$ cat src/rtl/wishbone_arbiter_pkg.sv
// Shared bus widths, FSM state type and default ACK timeout for the arbiter.
package wishbone_arbiter_pkg;

  localparam int unsigned WB_ADR_W        = 16;
  localparam int unsigned WB_DAT_W        = 8;
  localparam int unsigned TIMEOUT_DEFAULT = 16;
  localparam int unsigned TMO_CNT_W       = 16;

  typedef enum logic [1:0] {
    ST_IDLE  = 2'd0,
    ST_CYCLE = 2'd1,
    ST_DONE  = 2'd2
  } wb_state_e;

  // One-hot grant vector for a requester index.
  function automatic logic [1:0] owner_onehot(input logic owner);
    return owner ? 2'b10 : 2'b01;
  endfunction

endpackage

$ cat src/rtl/wishbone_arbiter_timeout_counter.sv
// ACK timeout counter: cleared outside CYCLE, counts CYCLE cycles without ACK,
// hit when the count reaches TIMEOUT-1. TIMEOUT=0 forces hit low.
module wb_timeout_counter
  import wishbone_arbiter_pkg::*;
#(
  parameter int unsigned TIMEOUT = TIMEOUT_DEFAULT
) (
  input  logic clk_i,
  input  logic rst_i,
  input  logic clr_i,
  input  logic en_i,
  output logic hit_o
);

  localparam logic                 TMO_ON = (TIMEOUT != 0);
  localparam logic [TMO_CNT_W-1:0] LAST   = TMO_CNT_W'(TIMEOUT - 1);

  logic [TMO_CNT_W-1:0] cnt_q, cnt_d;

  // Next count: clear has priority over increment.
  always_comb begin
    cnt_d = cnt_q;
    if (clr_i) begin
      cnt_d = '0;
    end else if (en_i) begin
      cnt_d = cnt_q + 1'b1;
    end
  end

  // Count register.
  always_ff @(posedge clk_i or negedge rst_i) begin
    if (!rst_i) begin
      cnt_q <= '0;
    end else begin
      cnt_q <= cnt_d;
    end
  end

  assign hit_o = TMO_ON && (cnt_q == LAST);

endmodule

$ cat src/rtl/wishbone_arbiter.sv
// Two-requester round-robin Wishbone classic single-cycle bus controller.
module wishbone_arbiter
  import wishbone_arbiter_pkg::*;
#(
  parameter int unsigned TIMEOUT = TIMEOUT_DEFAULT
) (
  input  logic                clk_i,
  input  logic                rst_i,
  input  logic                m0_rd,
  input  logic                m0_wr,
  input  logic [WB_ADR_W-1:0] m0_adr,
  input  logic [WB_DAT_W-1:0] m0_dat_i,
  output logic [WB_DAT_W-1:0] m0_dat_o,
  output logic                m0_done,
  output logic                m0_err,
  input  logic                m1_rd,
  input  logic                m1_wr,
  input  logic [WB_ADR_W-1:0] m1_adr,
  input  logic [WB_DAT_W-1:0] m1_dat_i,
  output logic [WB_DAT_W-1:0] m1_dat_o,
  output logic                m1_done,
  output logic                m1_err,
  input  logic                ack_i,
  input  logic [WB_DAT_W-1:0] dat_i,
  output logic [WB_DAT_W-1:0] dat_o,
  output logic [WB_ADR_W-1:0] adr_o,
  output logic                we_o,
  output logic                stb_o,
  output logic                cyc_o,
  output logic [1:0]          gnt_o
);

  wb_state_e           state_q, state_d;
  logic                cyc_q, cyc_d;
  logic                stb_q, stb_d;
  logic                we_q, we_d;
  logic [WB_ADR_W-1:0] adr_q, adr_d;
  logic [WB_DAT_W-1:0] wdat_q, wdat_d;
  logic [1:0]          gnt_q, gnt_d;
  logic                last_q, last_d;
  logic [1:0]          done_q, done_d;
  logic [1:0]          err_q, err_d;
  logic [WB_DAT_W-1:0] rdat0_q, rdat0_d;
  logic [WB_DAT_W-1:0] rdat1_q, rdat1_d;
  logic [1:0]          req;
  logic                pick;
  logic                tmo_hit;

  wb_timeout_counter #(
    .TIMEOUT (TIMEOUT)
  ) u_tmo (
    .clk_i (clk_i),
    .rst_i (rst_i),
    .clr_i (state_q != ST_CYCLE),
    .en_i  ((state_q == ST_CYCLE) && !ack_i),
    .hit_o (tmo_hit)
  );

  // Round-robin pick: a lone requester wins, contention goes to the one not served last.
  always_comb begin
    req = {m1_rd | m1_wr, m0_rd | m0_wr};
    if (&req) begin
      pick = ~last_q;
    end else begin
      pick = req[1];
    end
  end

  // Next-state and registered-output logic; CYCLE owner is gnt_q[1].
  always_comb begin
    state_d = state_q;
    cyc_d   = cyc_q;
    stb_d   = stb_q;
    we_d    = we_q;
    adr_d   = adr_q;
    wdat_d  = wdat_q;
    gnt_d   = gnt_q;
    last_d  = last_q;
    done_d  = '0;
    err_d   = '0;
    rdat0_d = rdat0_q;
    rdat1_d = rdat1_q;
    unique case (state_q)
      ST_IDLE: begin
        if (|req) begin
          state_d = ST_CYCLE;
          cyc_d   = 1'b1;
          stb_d   = 1'b1;
          gnt_d   = owner_onehot(pick);
          last_d  = pick;
          if (pick) begin
            adr_d  = m1_adr;
            wdat_d = m1_dat_i;
            we_d   = m1_wr;
          end else begin
            adr_d  = m0_adr;
            wdat_d = m0_dat_i;
            we_d   = m0_wr;
          end
        end
      end
      ST_CYCLE: begin
        if (ack_i || tmo_hit) begin
          state_d = ST_DONE;
          cyc_d   = 1'b0;
          stb_d   = 1'b0;
          we_d    = 1'b0;
          gnt_d   = '0;
          if (ack_i) begin
            done_d[gnt_q[1]] = 1'b1;
            if (!we_q) begin
              if (gnt_q[1]) begin
                rdat1_d = dat_i;
              end else begin
                rdat0_d = dat_i;
              end
            end
          end else begin
            err_d[gnt_q[1]] = 1'b1;
          end
        end
      end
      ST_DONE: begin
        state_d = ST_IDLE;
      end
      default: begin
        state_d = ST_IDLE;
      end
    endcase
  end

  // State and output registers; async reset drops the bus immediately.
  always_ff @(posedge clk_i or negedge rst_i) begin
    if (!rst_i) begin
      state_q <= ST_IDLE;
      cyc_q   <= 1'b0;
      stb_q   <= 1'b0;
      we_q    <= 1'b0;
      adr_q   <= '0;
      wdat_q  <= '0;
      gnt_q   <= '0;
      last_q  <= 1'b1;
      done_q  <= '0;
      err_q   <= '0;
      rdat0_q <= '0;
      rdat1_q <= '0;
    end else begin
      state_q <= state_d;
      cyc_q   <= cyc_d;
      stb_q   <= stb_d;
      we_q    <= we_d;
      adr_q   <= adr_d;
      wdat_q  <= wdat_d;
      gnt_q   <= gnt_d;
      last_q  <= last_d;
      done_q  <= done_d;
      err_q   <= err_d;
      rdat0_q <= rdat0_d;
      rdat1_q <= rdat1_d;
    end
  end

  assign cyc_o    = cyc_q;
  assign stb_o    = stb_q;
  assign we_o     = we_q;
  assign adr_o    = adr_q;
  assign dat_o    = wdat_q;
  assign gnt_o    = gnt_q;
  assign m0_done  = done_q[0];
  assign m1_done  = done_q[1];
  assign m0_err   = err_q[0];
  assign m1_err   = err_q[1];
  assign m0_dat_o = rdat0_q;
  assign m1_dat_o = rdat1_q;

endmodule
$ cat config.mk
export PLATFORM = sky130hd
export DESIGN_NAME = wishbone_arbiter
export DESIGN_NICKNAME = d
export VERILOG_FILES = /design/src/rtl/wishbone_arbiter_pkg.sv /design/src/rtl/wishbone_arbiter_timeout_counter.sv /design/src/rtl/wishbone_arbiter.sv
export SDC_FILE = /design/constraint.sdc
export NUM_CORES = 1
export LEC_CHECK = 0
export ABC_AREA = 1
export CORE_MARGIN = 1
export CORE_UTILIZATION = 30
export CTS_CLUSTER_DIAMETER = 60
export DETAILED_ROUTE_END_ITERATION = 10
export PLACE_DENSITY = 0.66
export SLEW_MARGIN = 20
export SYNTH_ARGS = -nofsm -noshare
export SYNTH_HDL_FRONTEND = slang
export SYNTH_HIERARCHICAL = 1
export SYNTH_SLANG_ARGS = --single-unit
$ cat constraint.sdc
create_clock -name clk_i -period 1.7 [get_ports clk_i]
set_input_delay 0.255 -clock clk_i [delete_from_list [all_inputs] [get_ports clk_i]]
set_output_delay 0.255 -clock clk_i [all_outputs]
set_load 0.01 [all_outputs]
# Word-level counts from Yosys, hierarchy flattened
# Index checks and enable logic that the tools add are counted.
op_classes:
  reduce_logical: 14
  order_cmp: 2
  n_eq_ne: 5
  add_sub_neg: 1
  n_bitwise: 5
  muxes: 26
ops:
  columns: ["operator", "count"]
  rows:
  - ["16-bit 2-to-1 mux", 3]
  - ["2-bit 2-to-1 mux", 11]
  - ["16-bit by 1-bit adder with 16-bit output, second input constant", 1]
  - ["16-bit by 4-bit equality test with 1-bit output, second input constant", 1]
  - ["5-bit AND reduction", 2]
  - ["8-bit 2-to-1 mux", 1]
  - ["2-bit one-hot mux with 2 select lines", 2]
  - ["1-bit 2-to-1 mux", 6]
  - ["2-bit AND reduction", 3]
  - ["2-bit by 1-bit inequality test with 1-bit output, second input constant", 2]
  - ["1-bit one-hot mux with 2 select lines", 2]
  - ["2-bit nonzero test", 2]
  - ["1-bit NOT", 3]
  - ["3-bit AND reduction", 1]
  - ["2-bit by 1-bit equality test with 1-bit output, second input constant", 1]
  - ["1-bit logical AND", 2]
  - ["2-bit zero test", 1]
  - ["1-bit by 2-bit less-than comparator with 1-bit output, second input constant", 1]
  - ["2-bit inequality test, second input constant", 1]
  - ["1-bit bitwise OR", 2]
  - ["2-bit OR reduction", 1]
  - ["1-bit demux with 1-bit select", 1]
  - ["1-bit greater-or-equal comparator, second input constant", 1]
  - ["1-bit zero test", 1]
  - ["1-bit logical OR", 1]
totals:
  regBits: 67
  elab_cells: 65

# Logic depth before layout (Yosys ltp)
# Gate-level depths: netlist of run 1.
depth:
  word_depth: 7
  depth_mapped: 10

# Cells and area by module
# Netlist of run 1, hierarchy kept.
by_module_without_submodules:
  columns: ["module", "seq_area_each_um2", "area_each_um2", "n_inst", "cells_per_inst"]
  rows:
  - ["wishbone_arbiter", 1277.5, 2254.7, 1, 246]
  - ["wb_timeout_counter", 400.4, 927.1, 1, 127]

# Worst setup path before layout of run 1
# No wires, ideal clock.
synth_path:
  kind: "register to register"
  startpoint: "reg u_tmo.cnt_q[0]"
  endpoint: "reg gnt_q[1], in the netlist gnt_o[1]"
  required_time_ps: 1568
  arrival_time_ps: 1422
  setup_ps: 132
  period_less_slack_ps: 1553
  path_buffers: 0
  slack_ps: 147
  stages_incl_launch_ff: 9
  path_cell_list: "dfrtp_1 ha_1 nand3_2 nor4_1 nor2_1 nand2_1 nand3_1 nand2_1 o21ai_0"
synth_between:
  elab_chain_len: 4
synth_lines:
  columns: ["item", "line", "text"]
  rows:
  - ["start: declaration", "wishbone_arbiter_timeout_counter.sv:18", "logic [TMO_CNT_W-1:0] cnt_q, cnt_d;"]
  - ["start signal: assignment", "wishbone_arbiter_timeout_counter.sv:35", "cnt_q <= cnt_d;"]
  - ["16-bit by 4-bit equality test with 1-bit output", "wishbone_arbiter_timeout_counter.sv:39", "assign hit_o = TMO_ON && (cnt_q == LAST);"]
  - ["net tmo_hit", "wishbone_arbiter.sv:47", "logic tmo_hit;"]
  - ["1-bit logical OR", "wishbone_arbiter.sv:103", "if (ack_i || tmo_hit) begin"]
  - ["2-bit by 1-bit inequality test with 1-bit output (no line)", null, null]
  - ["3-bit AND reduction (no line)", null, null]
  - ["end signal: assignment", "wishbone_arbiter.sv:154", "gnt_q <= gnt_d;"]
  - ["end: declaration", "wishbone_arbiter.sv:39", "logic [1:0] gnt_q, gnt_d;"]
# The timed path passes the listed nets, and every way through them passes these cells.
# A chain may end at the register's enable or synchronous reset.

# Final worst setup path of run 1
layout_path:
  startpoint: "reg u_tmo.cnt_q[4]"
  endpoint: "reg we_q, in the netlist we_o"
layout_between:
  elab_chain_len: 4
layout_lines:
  columns: ["item", "line", "text"]
  rows:
  - ["16-bit by 4-bit equality test with 1-bit output", "wishbone_arbiter_timeout_counter.sv:39", null]
  - ["net tmo_hit", "wishbone_arbiter.sv:47", null]
  - ["1-bit logical OR", "wishbone_arbiter.sv:103", null]
  - ["2-bit by 1-bit inequality test with 1-bit output (no line)", null, null]
  - ["3-bit AND reduction (no line)", null, null]
  - ["end signal: assignment", "wishbone_arbiter.sv:151", "we_q <= we_d;"]
  - ["end: declaration", "wishbone_arbiter.sv:36", "logic we_q, we_d;"]
# The timed path passes the listed nets, and every way through them passes these cells.

==> results.py, run 1 <==
metrics = {
    "timing": {
        "worst_pin_slew_ns": 0.454,
        "finalHoldViolations": 0,
        "rsz0062_at_grt": "false",
        "fin_crit_ns": 1.60,
        "period_share_pct": 94.0,
        "whs_ns": 0.313,
        "fin_worst_skew_ns": 0.00733,
        "tns_ns": 0,
        "slew_headroom_pct": 69.7,
        "max_freq_ghz": 0.626,
        "drv_slew": 0,
        "setup_viol": 0,
    },
    "synth": {
        "synth_compound_area_share_pct": 7.35,
        "syn_area_mm2": 0.00318,
        "synth_top_family_by_area": "simple AND/OR/NAND/NOR gates",
        "ys_ff_latch": 67,
        "muxShareOfSynthArea_pct": 0,
        "synth_top_area_cell": "dfrtp_1",
        "ys.warnings.count": 6,
        "syn_nets": 437,
        "synthAdderAreaFrac_pct": 0.393,
        "synthSimpleGateAreaFrac_pct": 32.8,
        "async_flop_share_pct": 100,
        "yosys.cell_types.count": 28,
        "synthXorXnorAreaFrac_pct": 0.275,
        "yosysSeqAreaShare_pct": 52.7,
        "syn_area_per_cell_um2": 8.53,
        "synth.top_cell.area_share_pct": 51.9,
        "synth_cells": 373,
        "synth_edf_count": 0,
        "yosys_most_used_dff": "dfrtp_1",
        "synth_area_leaders": "dfrtp_1, nand3_1, nand2_1, inv_1, nor2_1",
    },
    "routing": {
        "vias": 3073,
        "drc": 0,
        "wl_per_cell_um": 13.4,
        "dr.pass1.iters": 4,
        "viasPerCell": 4.69,
        "drt_iter0_drc": 134,
        "ant_nets": 0,
        "wl_um": 8750,
    },
    "finish": {
        "final_common_cell": "clkdlybuf4s50_1",
        "final_area_mm2": 0.00496,
        "diodes": 0,
        "syn_to_final_growth_pct": 55.9,
        "drive_above_1_share_pct": 17.7,
        "final_cell_mix": "clkdlybuf4s50_1, nand3_1, nand2_1, dfrtp_1, buf_4",
        "fin_nets": 578,
    },
    "clock_tree": {
        "cts.htree.levels": 3,
        "cts_buffers": 9,
        "clock_latency_ns": 0.34,
        "clockRootBuffer": "clkbuf_8",
        "clkSinkCount": 67,
        "clk_pin_slew_ns": 0.08,
        "cts_tree": "done",
        "clk_path_buf_depth": 2,
    },
    "floorplanning": {
        "start_util_pct": 30.8,
        "die_height_um": 105,
        "ios": 112,
        "die_w_um": 105,
        "die_area_mm2": 0.0110,
        "fp-row-count": 37,
        "core_area_mm2": 0.0103,
    },
    "setup_path": {
        "start_kind": "flop",
        "rrSetupSlack_ns": 0.10,
        "path_max_fanout": 4,
        "r2r_cells": 9,
        "setup.worst_path.class": "reg -> reg",
        "crit_chain": "nor2_1 > nand3_1 > nor4_4 > buf_4 > nor2_1 > nand2_1 > nand3_2 > nand2_1 > nand3_1",
        "reg2reg_from": "u_tmo/cnt_q[4]",
        "crit_family": "simple AND/OR/NAND/NOR gates",
        "arrival_ns": 1.82,
        "r2r-end": "we_o",
        "cp.required_ns": 1.92,
        "critPathMaxStageDelay_ns": 0.42,
        "path_buf_inv": 1,
        "end_kind": "flop",
        "critPathSlowestCell": "dfrtp_1",
    },
    "global_routing": {
        "grt_max_degree": 40,
        "overflow": 0,
        "grt_pass1_vias": 3150,
        "antenna_found_initial": 0,
        "grt_pass1_wl_um": 14700,
        "grtUsageTotal_pct": 16.7,
    },
    "job": {
        "cap_violations": 0,
    },
    "power": {
        "p_total_uw": 7570,
        "worst_ir_drop_vdd_v": 0.000762,
        "power_density_mw_per_mm2": 1530,
        "p_leak_uw": 0.00220,
    },
    "placement": {
        "dpl.hpwl_um": 6530,
        "io_buffer_count": 111,
        "gp_congestion": 0.859,
        "place_area_mm2": 0.00466,
    },
    "outcome": {
        "status": "completed",
    },
    "hold_path": {
        "hold_class": "in -> async",
    },
}
[per-layer routing]
metal  wire [µm]  part of all wire [%]  vias to the layer above  track usage [%]
li1            -                     -                     1517                -
met1        3800                    43                     1438             20.5
met2        4290                    49                      108             28.2
met3         595                   6.8                       10             5.49
met4          67                  0.77                        0             4.12
met5           0                     0                        -                0
[sequential cells by signal, summed over array words and instances, names as in the netlist]
signal / count
adr_o: 16
dat_o: 8
done_q: 2
err_q: 2
gnt_o: 2
last_q: 1
m0_dat_o: 8
m1_dat_o: 8
state_q: 2
stb_o: 1
u_tmo/cnt_q: 16
we_o: 1
[how the worst max path moves through the flow]
stage                   startpoint               to  cells past startpoint
finish              u_tmo/cnt_q[4]             we_o                      9
global placement             ack_i  u_tmo/cnt_q[13]                      9
CTS                 u_tmo/cnt_q[0]         gnt_o[1]                      9
detailed placement  u_tmo/cnt_q[0]         gnt_o[1]                      9
global route        u_tmo/cnt_q[4]             we_o                      9
floorplan           u_tmo/cnt_q[0]         gnt_o[1]                      8
[cell usage after synthesis (2+ instances only)]
library cell and n:
nor4_1 2, nand2_2 8, nor3_1 5, o21ai_1 9
nand3_1 84, nor2_4 5, inv_1 31, nor2_2 6
nor2_1 28, a21oi_1 5, dfrtp_1 66, buf_2 8
inv_2 2, o21ai_0 11, clkbuf_1 2, nand2_1 76
nand4_1 4, buf_4 3, o21ai_2 9
[cell families (layout without fill, tap and decap cells)]
kind of cell | Yosys count | after routing
AO/OA/AOI/OAI | 37 | 37
XOR/XNOR | 1 | 1
adder cells (fa/ha/maj) | 1 | 1
buffers and inverters | 47 | 193
flip-flops | 67 | 67
AND/OR/NAND/NOR | 220 | 220
[area by class of cell]
cell class              count  area, µm²
fillers                  1022       5360
flip-flops and latches     67       1680
repair buffers            144       1420
multi-input cells         259       1340
well taps                 136        170
clock buffers               9        124
inverters                  33        124
clock inverters             7        100
[report_power, final]
| group | internal (µW) | switching, µW |
|---|---|---|
| logic | 1830 | 1740 |
| registers | 2160 | 358 |
| clock network | 836 | 648 |
| total | 4820 | 2750 |
[timing repair]
action,in CTS,in global routing
endpoints found under the setup margin,3,7
hold endpoints to repair,10,0
setup buffers,0,3
gates resized for setup,1,12
hold buffers,1,0
pin swaps,0,5
[metrics by stage]
step,utilization (%),worst slack [ns],cells
2_1_floorplan,-,0.147,373
3_3_place_gp,45.1,0.0106,635
3_5_place_dp,45.1,-0.0287,635
4_1_cts,47.5,0.000604,652
5_1_grt,48.0,0.0131,655
6_report,48.0,0.103,655
[worst reg2reg max path, delay by kind of cell, from the launching register on]
family	cells	cell delay [ns]
buffers and inverters	1	0.15
DFF	1	0.42
and+or+nand+nor	8	0.90
Power figures use the tool's default switching activity.
==> run 2, diff against run 1 <==
Settings changed: CORE_MARGIN 1 to 2, SLEW_MARGIN 20 to unset.
==> run 2 against run 1 <==
- flip-flop and latch count did not move
- design area is 1.0% lower
- sequential share of layout area rose by 0.35 points
- via count decreased by 1.2%
- non-clock buffer count fell by 1
- largest power group unchanged
- clock skew rose by 0.0014 ns
- die area increased by 3.8%
- fmax shrank 0.91%
==> results.py, run 2 (synthesized netlist as in run 1, its figures left out) <==
metrics = {
    "outcome": {
        "status": "completed",
    },
    "finish": {
        "final_cell_mix": "clkdlybuf4s50_1, nand3_1, nand2_1, dfrtp_1, inv_1",
        "nFillCells": 980,
        "diodes": 0,
        "final_common_cell": "clkdlybuf4s50_1",
        "utilization_pct": 47.6,
        "fin_nets": 577,
        "syn_to_final_growth_pct": 54.3,
        "drive_above_1_share_pct": 17.4,
    },
    "routing": {
        "drc": 0,
        "wl_um": 8410,
        "wl_per_cell_um": 12.9,
        "drt_iter0_drc": 107,
        "dr.pass1.iters": 4,
        "viasPerCell": 4.64,
        "vias": 3035,
        "ant_nets": 0,
    },
    "clock_tree": {
        "clock_latency_ns": 0.34,
        "cts_tree": "done",
        "clk_path_buf_depth": 2,
        "clkSinkCount": 67,
        "cts_buffers": 9,
        "cts.htree.levels": 3,
        "clk_pin_slew_ns": 0.09,
        "clockRootBuffer": "clkbuf_8",
    },
    "placement": {
        "dpl.hpwl_um": 6010,
        "io_buffer_count": 111,
        "gp_congestion": 0.847,
    },
    "global_routing": {
        "grt_pass1_wl_um": 13900,
        "grt_max_degree": 68,
        "grtUsageTotal_pct": 15.0,
        "grt_pass1_vias": 3080,
        "antenna_found_initial": 0,
        "overflow": 0,
    },
    "hold_path": {
        "hold_class": "in -> async",
    },
    "job": {
        "cap_violations": 0,
    },
    "floorplanning": {
        "ios": 112,
        "fp-row-count": 37,
        "die_w_um": 107,
        "start_util_pct": 30.8,
        "die_area_mm2": 0.0114,
        "core_area_mm2": 0.0103,
        "die_height_um": 107,
    },
    "setup_path": {
        "arrival_ns": 1.83,
        "cp.required_ns": 1.92,
        "cp-startpoint": "u_tmo/cnt_q[11]",
        "setup.worst_path.class": "reg -> reg",
        "end_kind": "flop",
        "start_kind": "flop",
        "path_max_fanout": 4,
        "reg2reg_from": "u_tmo/cnt_q[11]",
    },
    "timing": {
        "max_freq_ghz": 0.620,
        "fin_worst_skew_ns": 0.00873,
        "fin_crit_ns": 1.61,
        "slew_headroom_pct": 74.3,
        "tns_ns": 0,
        "drv_slew": 0,
        "finalHoldViolations": 0,
        "period_share_pct": 94.8,
        "rsz0062_at_grt": "true",
        "setup_viol": 0,
        "worst_pin_slew_ns": 0.384,
    },
    "power": {
        "power_density_mw_per_mm2": 1500,
        "worst_ir_drop_vdd_v": 0.000615,
        "p_leak_uw": 0.00217,
    },
}
-- run 2: critical path, cell delays in order (launching register included) --
cell and delay, ns:
dfrtp_1 0.43, inv_2 0.10, nand4_1 0.13, nor4_2 0.29, buf_4 0.15, nor2_2 0.04, nand2_1 0.11, nand3_2 0.11
nand2_1 0.07, o21ai_0 0.07
-- run 2: layout make-up --
class                           instances  area, µm²  share of cell area, %
Clock inverter                          7       82.6                   1.68
Sequential cell                        67       1680                   34.2
Timing Repair Buffer                  143       1410                   28.7
Multi-Input combinational cell        259       1320                   26.8
Clock buffer                            9        124                   2.52
Tap cell                              136        170                   3.47
Inverter                               33        128                   2.60
-- run 2: repair_timing --
item,in CTS,in global routing
hold buffers,1,0
endpoints found under the hold margin,66,0
gates resized for setup,1,7
endpoints found under the setup margin,1,8
buffers inserted,0,5
pin swaps,0,4
-- run 2: final timing paths --
check	cells after the start	endpoint	slack [ns]
worst max-delay path	9	gnt_o[1]	0.09
max in group asynchronous	3	last_q	0.92
worst max register to register	9	gnt_o[1]	0.09
min in group clk_i	3	m1_dat_o[5]	0.49
worst min-delay path	3	u_tmo/cnt_q[14]	0.47
worst min register to register	2	m1_dat_o[0]	0.49
-- run 2: routing by layer --
metal	global-route usage [%]	vias to the layer above	share of wire, %
met4	4.82	0	1.3
met2	25.1	95	47
met3	4.26	11	6.8
met5	0	-	0
li1	-	1513	-
met1	18.9	1416	45
-- run 2: stage by stage --
stage	instance area, µm²	cells	power, µW	hold WS (ns)	setup slack, ns
detailed placement	4630	632	6010	0.308	-0.00707
floorplan	3180	373	4170	-0.0406	0.147
finish	4910	654	7360	0.472	0.0882
CTS	4850	649	7450	0.469	0.0376
global route	4910	654	7890	0.488	-0.0406
global placement	4630	632	5960	0.308	0.0279
-- run 2: where the power goes --
part           switching, µW  internal [µW]  total (µW)  leakage [µW]
Clock                    688            703        1390     0.0000988
Sequential               348           2160        2510      0.000858
Combinational           1720           1750        3460       0.00121
==> run 3, diff against run 2 <==
Settings changed: CORE_MARGIN 2 to 5.
==> run 3 against run 2 <==
- wire length grew 8.6%
- register-to-register slack gained 0.03 ns
- via count is essentially flat
- sequential share of layout area grew 0.10 points
- sequential power is essentially flat
- final cell count shrank 0.92%
- largest cell class unchanged
- largest power group unchanged
- clock skew shrank 0.0036 ns
- critical path type is now reg -> out
- flip-flop and latch count is the same
- clock power grew 9%
- die area grew 12%
- fmax grew 1.5%
==> results.py, run 3 (synthesized netlist as in run 1, its figures left out) <==
metrics = {
    "timing": {
        "fin_crit_ns": 1.59,
        "worst_pin_slew_ns": 0.376,
        "finalHoldViolations": 0,
        "period_share_pct": 93.4,
        "setup_viol": 0,
        "slew_headroom_pct": 74.9,
        "fin_worst_skew_ns": 0.00510,
        "tns_ns": 0,
        "max_freq_ghz": 0.630,
        "whs_ns": 0.464,
        "rsz0062_at_grt": "false",
        "drv_slew": 0,
    },
    "setup_path": {
        "setup.worst_path.class": "reg -> out",
        "r2r_cells": 9,
        "cp.required_ns": 1.44,
        "critPathMaxStageDelay_ns": 0.56,
        "start_kind": "flop",
        "path_max_fanout": 5,
        "path_depth": 1,
        "critPathSlowestCell": "clkdlybuf4s50_1",
        "arrival_ns": 1.33,
        "crit_family": "buffers and inverters",
        "crit_chain": "clkdlybuf4s50_1",
        "path_buf_inv": 1,
        "end_kind": "primary output",
    },
    "routing": {
        "wl_um": 9140,
        "dr.pass1.iters": 4,
        "vias": 3036,
        "drt_iter0_drc": 167,
        "drc": 0,
        "ant_nets": 0,
        "wl_per_cell_um": 14.1,
        "viasPerCell": 4.69,
    },
    "floorplanning": {
        "core_area_mm2": 0.0103,
        "die_area_mm2": 0.0128,
        "start_util_pct": 30.8,
        "die_height_um": 113,
        "ios": 112,
        "fp-row-count": 37,
        "die_w_um": 113,
    },
    "power": {
        "worst_ir_drop_vdd_v": 0.000702,
        "p_total_uw": 7540,
        "p_leak_uw": 0.00215,
        "power_density_mw_per_mm2": 1540,
    },
    "finish": {
        "stdcell_count": 648,
        "final_cell_mix": "clkdlybuf4s50_1, nand3_1, nand2_1, dfrtp_1, inv_1",
        "diodes": 0,
        "syn_to_final_growth_pct": 53.8,
        "final_common_cell": "clkdlybuf4s50_1",
        "fin_nets": 571,
        "drive_above_1_share_pct": 16.4,
    },
    "global_routing": {
        "overflow": 0,
        "antenna_found_initial": 0,
        "grt_pass1_vias": 3244,
        "grt_pass1_wl_um": 15100,
        "grtUsageTotal_pct": 14.5,
        "grt_max_degree": 68,
    },
    "hold_path": {
        "hold_class": "in -> async",
    },
    "placement": {
        "gp_congestion": 0.877,
        "io_buffer_count": 111,
        "dp_cells": 628,
        "dpl.hpwl_um": 6480,
    },
    "clock_tree": {
        "clk_pin_slew_ns": 0.08,
        "clkSinkCount": 67,
        "clk_path_buf_depth": 2,
        "clockRootBuffer": "clkbuf_8",
        "cts.htree.levels": 3,
        "cts_buffers": 9,
        "clock_latency_ns": 0.34,
        "cts_tree": "done",
    },
    "job": {
        "cap_violations": 0,
    },
    "outcome": {
        "status": "completed",
    },
}
## run 3: cell count changes in the layout (fill, tap and decap cells not counted), sizes merged
cell | previous run | this run
buf | 32 | 26
clkinv | 0 | 4
inv | 36 | 33
clkinvlp | 3 | 1
bufinv | 1 | 2
## run 3: power by group
| group | switching (µW) | internal [µW] | leakage, µW |
|---|---|---|---|
| Clock | 671 | 836 | 0.000114 |
| Sequential | 365 | 2160 | 0.000858 |
| Combinational | 1750 | 1770 | 0.00118 |
## run 3: timing repair
action                     CTS  global route
hold endpoints to repair    66             0
setup endpoints to repair    0             8
resized for setup            0             9
hold buffers                 1             0
buffers inserted             0             3
## run 3: worst paths after layout
check | startpoint | endpoint | slack [ns]
min in group clk_i | dat_i[4] | m1_dat_o[4] | 0.49
hold / removal | rst_i | u_tmo/cnt_q[4] | 0.46
setup / recovery | gnt_o[1] | gnt_o[1] | 0.11
max in group asynchronous | rst_i | last_q | 0.91
setup reg to reg | u_tmo/cnt_q[8] | gnt_o[1] | 0.12
hold reg to reg | m1_dat_o[1] | m1_dat_o[1] | 0.49
## run 3: cell type report
class                           instances  area [µm²]
Tap cell                              136         170
Timing Repair Buffer                  137        1370
Clock buffer                            9         124
Clock inverter                          7         100
Multi-Input combinational cell        259        1330
Inverter                               33         128
Sequential cell                        67        1680
Fill cell                             983        5430
## run 3: through the flow
stage               utilization, %  setup WS (ns)  cell area, µm²
floorplan                        -          0.147            3180
global placement              44.6         0.0249            4600
detailed placement            44.6        -0.0435            4600
CTS                           46.9        0.00949            4840
global route                  47.4         0.0103            4890
finish                        47.4          0.112            4890
## run 3: metal layers
layer	vias to the layer above	wire (µm)	GRT usage, %
met3	6	767	5.99
met1	1421	3900	17.2
li1	1497	-	-
met4	0	61	3.53
met5	-	0	0
met2	112	4400	24.6
